[src/rtl/uart_pkg.sv]
// Shared UART definitions: default divisor widths, the baud divisor calculator and
// the oversample legality check.
package uart_pkg;

  localparam int BAUD_DIV_W  = 16;
  localparam int BAUD_FRAC_W = 8;

  typedef struct packed {
    logic [31:0] int_part;
    logic [31:0] frac_part;
  } baud_div_t;

  // Integer part is floor(clk/(baud*os)); the remainder is rounded into frac_w bits and
  // saturated so that it never rolls into the integer part.
  function automatic baud_div_t calc_baud_div(input longint clk_freq, input longint baud,
                                              input longint os, input int frac_w = BAUD_FRAC_W);
    baud_div_t r;
    longint    dv, rem, one, frac;
    dv   = baud * os;
    one  = longint'(1) << frac_w;
    rem  = clk_freq % dv;
    frac = (rem * one + dv / 2) / dv;
    if (frac > one - 1) frac = one - 1;
    r.int_part  = 32'(clk_freq / dv);
    r.frac_part = 32'(frac);
    return r;
  endfunction

  function automatic bit os_legal(input int os);
    return (os >= 4) && (os <= 16) && ((os & (os - 1)) == 0);
  endfunction

endpackage

[src/rtl/baud_frac_div.sv]
// Fractional period counter: cnt runs 0..P-1 with P = div_int + carry, where carry is
// the overflow of a fractional accumulator stepped once per rx_tick.
module baud_frac_div
  import uart_pkg::*;
#(
  parameter int DIV_W  = BAUD_DIV_W,
  parameter int FRAC_W = BAUD_FRAC_W
) (
  input  logic              clk,
  input  logic              rst,
  input  logic              en,
  input  logic              sync,
  input  logic [DIV_W-1:0]  div_int,
  input  logic [FRAC_W-1:0] frac_next,
  output logic              tick
);

  logic [DIV_W-1:0]  cnt;
  logic [FRAC_W-1:0] acc;
  logic              carry;
  logic [DIV_W:0]    p_last;
  logic [FRAC_W:0]   acc_sum;

  // P can be 2^DIV_W, so the terminal compare is one bit wider than cnt.
  assign p_last  = {1'b0, div_int} + {{DIV_W{1'b0}}, carry} - (DIV_W+1)'(1);
  assign acc_sum = {1'b0, acc} + {1'b0, frac_next};
  assign tick    = en && !sync && !rst && ({1'b0, cnt} == p_last);

  always_ff @(posedge clk) begin
    if (rst || !en || sync) begin
      cnt   <= '0;
      acc   <= '0;
      carry <= 1'b0;
    end else if (tick) begin
      cnt   <= '0;
      acc   <= acc_sum[FRAC_W-1:0];
      carry <= acc_sum[FRAC_W];
    end else begin
      cnt   <= cnt + DIV_W'(1);
    end
  end

endmodule

[src/rtl/uart_baud_gen.sv]
// Programmable baud tick generator (rx oversample tick, mid-bit and tx bit ticks).
// Optional BAUD_CLK_OUT_EN adds a legacy square-wave baud_clk output.
module uart_baud_gen
  import uart_pkg::*;
#(
  parameter int CLK_FREQ     = 50000000,
  parameter int DEFAULT_BAUD = 9600,
  parameter int OVERSAMPLE   = 16,
  parameter int DIV_W        = BAUD_DIV_W,
  parameter int FRAC_W       = BAUD_FRAC_W
) (
  input  logic              clk,
  input  logic              rst,
  input  logic              enable,
  input  logic              div_wr,
  input  logic [DIV_W-1:0]  div_int,
  input  logic [FRAC_W-1:0] div_frac,
  input  logic              rx_sync,
  output logic              div_pend,
  output logic              cfg_err,
  output logic              rx_tick,
  output logic              rx_mid,
`ifdef BAUD_CLK_OUT_EN
  output logic              baud_clk,
`endif
  output logic              tx_tick
);

  localparam int OS_W = $clog2(OVERSAMPLE);
  localparam logic [OS_W-1:0] OS_LAST = OS_W'(OVERSAMPLE - 1);
  localparam logic [OS_W-1:0] OS_MID  = OS_W'(OVERSAMPLE / 2 - 1);
  localparam baud_div_t DEF_DIV = calc_baud_div(CLK_FREQ, DEFAULT_BAUD, OVERSAMPLE, FRAC_W);
  localparam logic [DIV_W-1:0]  DEF_INT  = DEF_DIV.int_part[DIV_W-1:0];
  localparam logic [FRAC_W-1:0] DEF_FRAC = DEF_DIV.frac_part[FRAC_W-1:0];

  if (!os_legal(OVERSAMPLE)) begin : g_bad_os
    $error("OVERSAMPLE must be a power of 2 in 4..16");
  end

  logic [DIV_W-1:0]  sh_int, act_int;
  logic [FRAC_W-1:0] sh_frac, act_frac, frac_next;
  logic [OS_W-1:0]   os_cnt;
  logic              wr_ok, xfer;

  assign wr_ok = div_wr && (div_int > DIV_W'(1));
  assign xfer  = rx_tick && div_pend;
  // The accumulator step at a transfer tick uses the fraction of the divisor that
  // governs the coming period, so the new rate starts clean.
  assign frac_next = xfer ? sh_frac : act_frac;

  baud_frac_div #(.DIV_W(DIV_W), .FRAC_W(FRAC_W)) u_div (
    .clk       (clk),
    .rst       (rst),
    .en        (enable),
    .sync      (rx_sync),
    .div_int   (act_int),
    .frac_next (frac_next),
    .tick      (rx_tick)
  );

  assign tx_tick = rx_tick && (os_cnt == OS_LAST);
  assign rx_mid  = rx_tick && (os_cnt == OS_MID);

  always_ff @(posedge clk) begin
    if (rst) begin
      sh_int   <= DEF_INT;
      sh_frac  <= DEF_FRAC;
      act_int  <= DEF_INT;
      act_frac <= DEF_FRAC;
      div_pend <= 1'b0;
      cfg_err  <= 1'b0;
      os_cnt   <= '0;
    end else begin
      cfg_err <= div_wr && !wr_ok;
      if (wr_ok) begin
        sh_int  <= div_int;
        sh_frac <= div_frac;
      end
      if (!enable) begin
        // Idle: no period to finish, so writes land in the active divisor at once.
        os_cnt   <= '0;
        div_pend <= 1'b0;
        if (wr_ok) begin
          act_int  <= div_int;
          act_frac <= div_frac;
        end else if (div_pend) begin
          act_int  <= sh_int;
          act_frac <= sh_frac;
        end
      end else begin
        if (rx_sync)      os_cnt <= '0;
        else if (rx_tick) os_cnt <= os_cnt + OS_W'(1);
        if (xfer) begin
          act_int  <= sh_int;
          act_frac <= sh_frac;
        end
        if (wr_ok)     div_pend <= 1'b1;
        else if (xfer) div_pend <= 1'b0;
      end
    end
  end

`ifdef BAUD_CLK_OUT_EN
  always_ff @(posedge clk) begin
    if (rst || !enable)
      baud_clk <= 1'b1;
    else if (rx_tick && ((os_cnt == OS_MID) || (os_cnt == OS_LAST)))
      baud_clk <= ~baud_clk;
  end
`endif

endmodule
[config.mk]
export PLATFORM = sky130hd
export DESIGN_NAME = uart_baud_gen
export DESIGN_NICKNAME = d
export VERILOG_FILES = /design/src/rtl/uart_pkg.sv /design/src/rtl/baud_frac_div.sv /design/src/rtl/uart_baud_gen.sv
export SDC_FILE = /design/constraint.sdc
export NUM_CORES = 1
export LEC_CHECK = 0
export CORE_ASPECT_RATIO = 0.9
export CORE_MARGIN = 2
export CORE_UTILIZATION = 63
export DETAILED_ROUTE_END_ITERATION = 10
export PLACE_DENSITY = 0.89
export SLEW_MARGIN = 10
export SYNTH_ARGS = -nofsm -noshare
export SYNTH_HDL_FRONTEND = slang
export SYNTH_SLANG_ARGS = --single-unit
[constraint.sdc]
create_clock -name clk -period 10.75 [get_ports clk]
set_clock_uncertainty 0.1 [all_clocks]
set_input_delay 1.6125 -clock clk [delete_from_list [all_inputs] [get_ports clk]]
set_output_delay 1.6125 -clock clk [all_outputs]
set_load 0.05 [all_outputs]
Word-level counts from Yosys, hierarchy flattened
Cells that the tools add are included.
{ "op_classes": {"mux": 10, "bitwise": 1, "multipliers": 0, "reduce_logical": 20, "eq_ne": 4, "shift": 0, "n_div": 0, "magnitude_cmp": 1, "add_sub_neg": 5} }
{ "ops": {"columns": ["op", "n"], "rows": [
  ["2-to-1 mux 16 bit", 4],
  ["2-to-1 mux 8 bit", 4],
  ["adder 16 x 1 -> 17 bit", 1],
  ["== test 16 x 17 -> 1 bit", 1],
  ["subtractor 17 x 1 -> 17 bit (second input constant)", 1],
  ["adder 16 x 1 -> 16 bit (second input constant)", 1],
  ["greater-than comparator 16 x 1 -> 1 bit (second input constant)", 1],
  ["adder 8 x 8 -> 9 bit", 1],
  ["logical AND 1 bit", 8],
  ["adder 4 x 1 -> 4 bit (second input constant)", 1],
  ["== test 4 x 3 -> 1 bit (second input constant)", 1],
  ["== test 4 bit (second input constant)", 1],
  ["logical NOT 1 bit", 4],
  ["OR reduction 2 bit", 2],
  ["nonzero test 3 bit", 1],
  ["OR reduction 3 bit", 1],
  ["logical OR 1 bit", 2],
  ["2-to-1 mux 1 bit", 2],
  ["inequality test 2 x 1 -> 1 bit (second input constant)", 1],
  ["AND reduction 2 bit", 1],
  ["nonzero test 2 bit", 1],
  ["NOT 1 bit", 1]
]} }
{ "word_totals": {"ram_bits": 0, "output_inout_bits": 5, "memories": 0, "latchBits": 0, "regBits": 79, "mem_bits_ro": 0} }

Longest topological paths before layout
{ "logic_depth": {"word_depth": 7, "mapped_depth": 21} }

By module
Synthesis repeated with hierarchy kept, for this count alone.
{ "hier_totals": {"hier_cells": 519, "area_unflattened_um2": 4473.0} }
{ "by_module_without_submodules": {"columns": ["mod", "instances", "area_per_inst_um2", "cells_each"], "rows": [
  ["uart_baud_gen", 1, 2533.7, 291],
  ["baud_frac_div", 1, 1939.4, 228]
]} }

Worst setup path after synthesis
Ideal clock, no wire load.
{ "synth_path": {"kind": "input port to output port", "start": "in rx_sync", "end": "out rx_mid", "t_required_ps": 9037, "cell_stages": 8, "arrival_ps": 5808, "setup_slack_ps": 3230, "cell_sequence": "or3b_1 > clkbuf_1 > nor4_1 > o2111ai_1 > or4b_2 > nor4b_1 > nand3_1 > nor2_1"} }
{ "synth_via": {"elab_chain_len": 5} }
{ "synth_lines": {"columns": ["item", "line_no", "text"], "rows": [
  ["start: declaration", "uart_baud_gen.sv:18", "input logic rx_sync,"],
  ["logical NOT 1 bit", "baud_frac_div.sv:27", "assign tick = en && !sync && !rst && ({1'b0, cnt} == p_last);"],
  ["logical AND 1 bit (3 in a row)", "baud_frac_div.sv:27", null],
  ["net rx_tick", "uart_baud_gen.sv:21", "output logic rx_tick,"],
  ["logical AND 1 bit", "uart_baud_gen.sv:62", "assign rx_mid = rx_tick && (os_cnt == OS_MID);"],
  ["end: declaration", "uart_baud_gen.sv:22", "output logic rx_mid,"]
]} }
The timed path passes the listed nets, and every way through them passes these cells.

Worst setup path in the final report
{ "layout_path": {"start": "in enable", "end": "out rx_mid"} }
{ "layout_via": {"elab_chain_len": 4} }
{ "layout_lines": {"columns": ["item", "line_no", "text"], "rows": [
  ["start: declaration", "uart_baud_gen.sv:14", "input logic enable,"],
  ["logical AND 1 bit (3 in a row)", "baud_frac_div.sv:27", null],
  ["logical AND 1 bit", "uart_baud_gen.sv:62", null]
]} }
Every way passes these cells.

==> load_flow_metrics.sql <==
INSERT INTO impl_metrics (metric_group, metric, value, unit) VALUES
('run_status', 'outcome', 'complete, no violations', ''),
('setup_path', 'nature_of_the_critical_path_endpoint', 'output port', ''),
('setup_path', 'critical_path.slowest_cell', 'clkdlybuf4s50_1', ''),
('final_layout', 'syn_to_final_growth', '11.68', '%'),
('pwr', 'p_total', '593.8', 'uW'),
('synth', 'synth.cell_area', '4392', 'um^2'),
('routing', 'detailedRoute.firstPassIterationCount', '4', ''),
('synth', 'instance_count_of_the_mapped_netlist', '496', ''),
('flow_run', 'drv_cap', '0', ''),
('sta', 'final_max_slew_viol_count', '0', ''),
('floorplanning', 'pin_count', '34', ''),
('sta', 'totalNegativeSetupSlack', '0', 'ns'),
('sta', 'tightestPinTransition', '1.006', 'ns'),
('pwr', 'p_leak', '1.787', 'nW'),
('min_path', 'worst_hold_startpoint', 'act_frac[6]', ''),
('setup_path', 'critical_path.max_fanout', '15', ''),
('clock_network', 'clk_path_buf_depth', '2', ''),
('final_layout', 'finalNetCount', '559', ''),
('routing', 'drt_iter0_drc', '142', ''),
('routing', 'drc', '0', ''),
('placed_design', 'placement.cell_area', '4725', 'um^2'),
('sta', 'period_share', '67.93', '%'),
('synth', 'yosys.cell_types.count', '63', ''),
('routing', 'dr_total_vias', '3565', ''),
('final_layout', 'finish.utilization', '73.68', '%'),
('final_layout', 'nFillCells', '499', ''),
('clock_network', 'cts_hold_repair.buffers', '0', ''),
('sta', 'maxClockFrequency', '136.9', 'MHz'),
('grt', 'grtUsageTotal', '26.08', '%'),
('grt', 'first_global_vias', '3404', ''),
('setup_path', 'path_common_cell', 'clkdlybuf4s50_1', ''),
('sta', 'hold_viol', '0', ''),
('setup_path', 'cell_count_of_the_worst_reg_to_reg_path', '22', ''),
('synth', 'synth-async-reset-ratio', '0', '%'),
('setup_path', 'cp_launch_type', 'input port', ''),
('placed_design', 'place_hpwl', '7050', 'um'),
('routing', 'vias_per_cell', '5.825', ''),
('setup_path', 'crit_path_cell_chain', 'clkdlybuf4s50_1 -> or3b_1 -> nor4_1 -> o2111ai_1 -> or4b_2 -> nor4b_1 -> nand3_1 -> nor2_1 -> clkdlybuf4s50_1', ''),
('final_layout', 'layoutNonFillerInstCount', '612', ''),
('sta', 'max-slew-margin-rel', '32.76', '%'),
('setup_path', 'arrival', '5.59', 'ns'),
('clock_network', 'cts_tree', 'built', ''),
('sta', 'finalSetupViolations', '0', ''),
('clock_network', 'cts.reportedPaths.clkPinSlew', '0.08', 'ns'),
('synth', 'net_count_synth', '538', ''),
('setup_path', 'timing.rr.start', 'act_int[0]', ''),
('synth', 'ys_ff_latch', '79', ''),
('grt', 'grt_antenna_before_repair', '0', ''),
('pwr', 'p_per_area', '121.1', 'nW/um^2'),
('placed_design', 'numPortBuffers', '33', ''),
('floorplanning', 'initial_core_util', '65.98', '%'),
('floorplanning', 'placeable_core_region', '6656', 'um^2'),
('setup_path', 'critPathMaxStageDelay', '0.81', 'ns'),
('setup_path', 'criticalPathCategory', 'in -> out', ''),
('sta', 'postLayoutSetupSlackWorst', '3.448', 'ns'),
('sta', 'grt_setup_unrepaired', 'no', ''),
('routing', 'drt-wirelength-per-cell', '15.56', 'um'),
('clock_network', 'cts_made_buffers', '9', ''),
('clock_network', 'cts.root.buffer_cell', 'clkbuf_8', ''),
('final_layout', 'num_antenna_cells', '0', ''),
('placed_design', 'finalWeightedCongestion', '0.9013', ''),
('floorplanning', 'die_width', '92.01', 'um'),
('synth', 'yosysWarnings', '0', ''),
('final_layout', 'layout.cell_area.non_filler', '4905', 'um^2'),
('routing', 'postRouteAntennaNets', '0', ''),
('clock_network', 'clock_tree.htree_level_count', '3', ''),
('grt', 'global_route_wire_length_before_repair', '15940', 'um'),
('sta', 'post-route-min-period', '7.302', 'ns'),
('clock_network', 'clock_latency_at_the_later_pin_of_the_worst_skew_pair', '0.35', 'ns'),
('min_path', 'hold_class', 'reg -> reg', ''),
('clock_network', 'cts.sink_count', '79', '');
-- where the power goes --
| part | internal [mW] | total [mW] | switching, mW |
|---|---|---|---|
| Combinational | 0.0370 | 0.0772 | 0.0402 |
| Clock | 0.0860 | 0.201 | 0.115 |
| Sequential | 0.304 | 0.316 | 0.0118 |
| Total | 0.427 | 0.594 | 0.167 |
-- flip-flops by register name (all words and copies together), names as in the netlist --
name         count
act_int         16
sh_int          16
u_div.cnt       16
act_frac         8
sh_frac          8
u_div.acc        8
os_cnt           4
cfg_err          1
div_pend         1
u_div.carry      1
-- cells in the mapped netlist (11+ instances only) --
cell type   n  area, um^2
a211oi_1   11       82.58
a21oi_1    23       115.1
clkbuf_1   18       67.56
dfxtp_1    79        1582
ha_1       12       150.1
inv_1      16       60.06
mux2i_1    29       290.3
nand2_1    50       187.7
nand3_1    11       55.05
nor2_1     58       217.7
nor3_1     16       80.08
o21a_1     13       97.59
xnor2_1    26       227.7
-- critical path: cells and delay by family --
| family | cells | cell delay [ns] |
|---|---|---|
| compound gates | 1 | 0.15 |
| buf+inv | 2 | 1.52 |
| simple gates | 6 | 2.30 |
-- placed cells by master (no fill, tap or decap), drive strengths merged, types with 12 or more instances in the layout --
cell type      netlist  final
ha                  12     12
nor2                59     59
dfxtp               79     79
xnor2               26     26
mux2i               29     29
inv                 17     19
a21oi               23     23
clkdlybuf4s50        0     32
o21a                13     13
nor3                25     25
nand2               50     50
-- final timing paths --
path | endpoint
worst max-delay path | rx_mid
worst min-delay path | act_frac[6]
worst max register to register | u_div.carry
worst min register to register | act_frac[6]
-- final cells by class --
class / count / area (um^2) / area share [%]
Multi-Input combinational cell: 374 / 2619 / 53.39
Clock buffer: 9 / 123.9 / 2.526
Clock inverter: 7 / 56.30 / 1.148
Sequential cell: 79 / 1582 / 32.24
Inverter: 17 / 63.81 / 1.301
Timing Repair Buffer: 36 / 347.8 / 7.092
Tap cell: 90 / 112.6 / 2.296
-- routing by layer --
| layer | routed length [um] | track usage [%] |
|---|---|---|
| met4 | 72 | 6.649 |
| met5 | 0 | 0 |
| met1 | 4151 | 33.37 |
| met3 | 624 | 6.080 |
| met2 | 4676 | 44.39 |
-- cell families after synthesis --
logic type	after synthesis	share of synthesized area [%]
XOR/XNOR	36	7.179
buffers and inverters	43	4.444
adder cells (fa/ha/maj)	13	3.875
AND/OR/NAND/NOR	198	24.36
flip-flops	79	36.01
AO/OA/AOI/OAI	89	14.79
multiplexers	38	9.345
No activity file was read; power rests on OpenSTA's default activity.
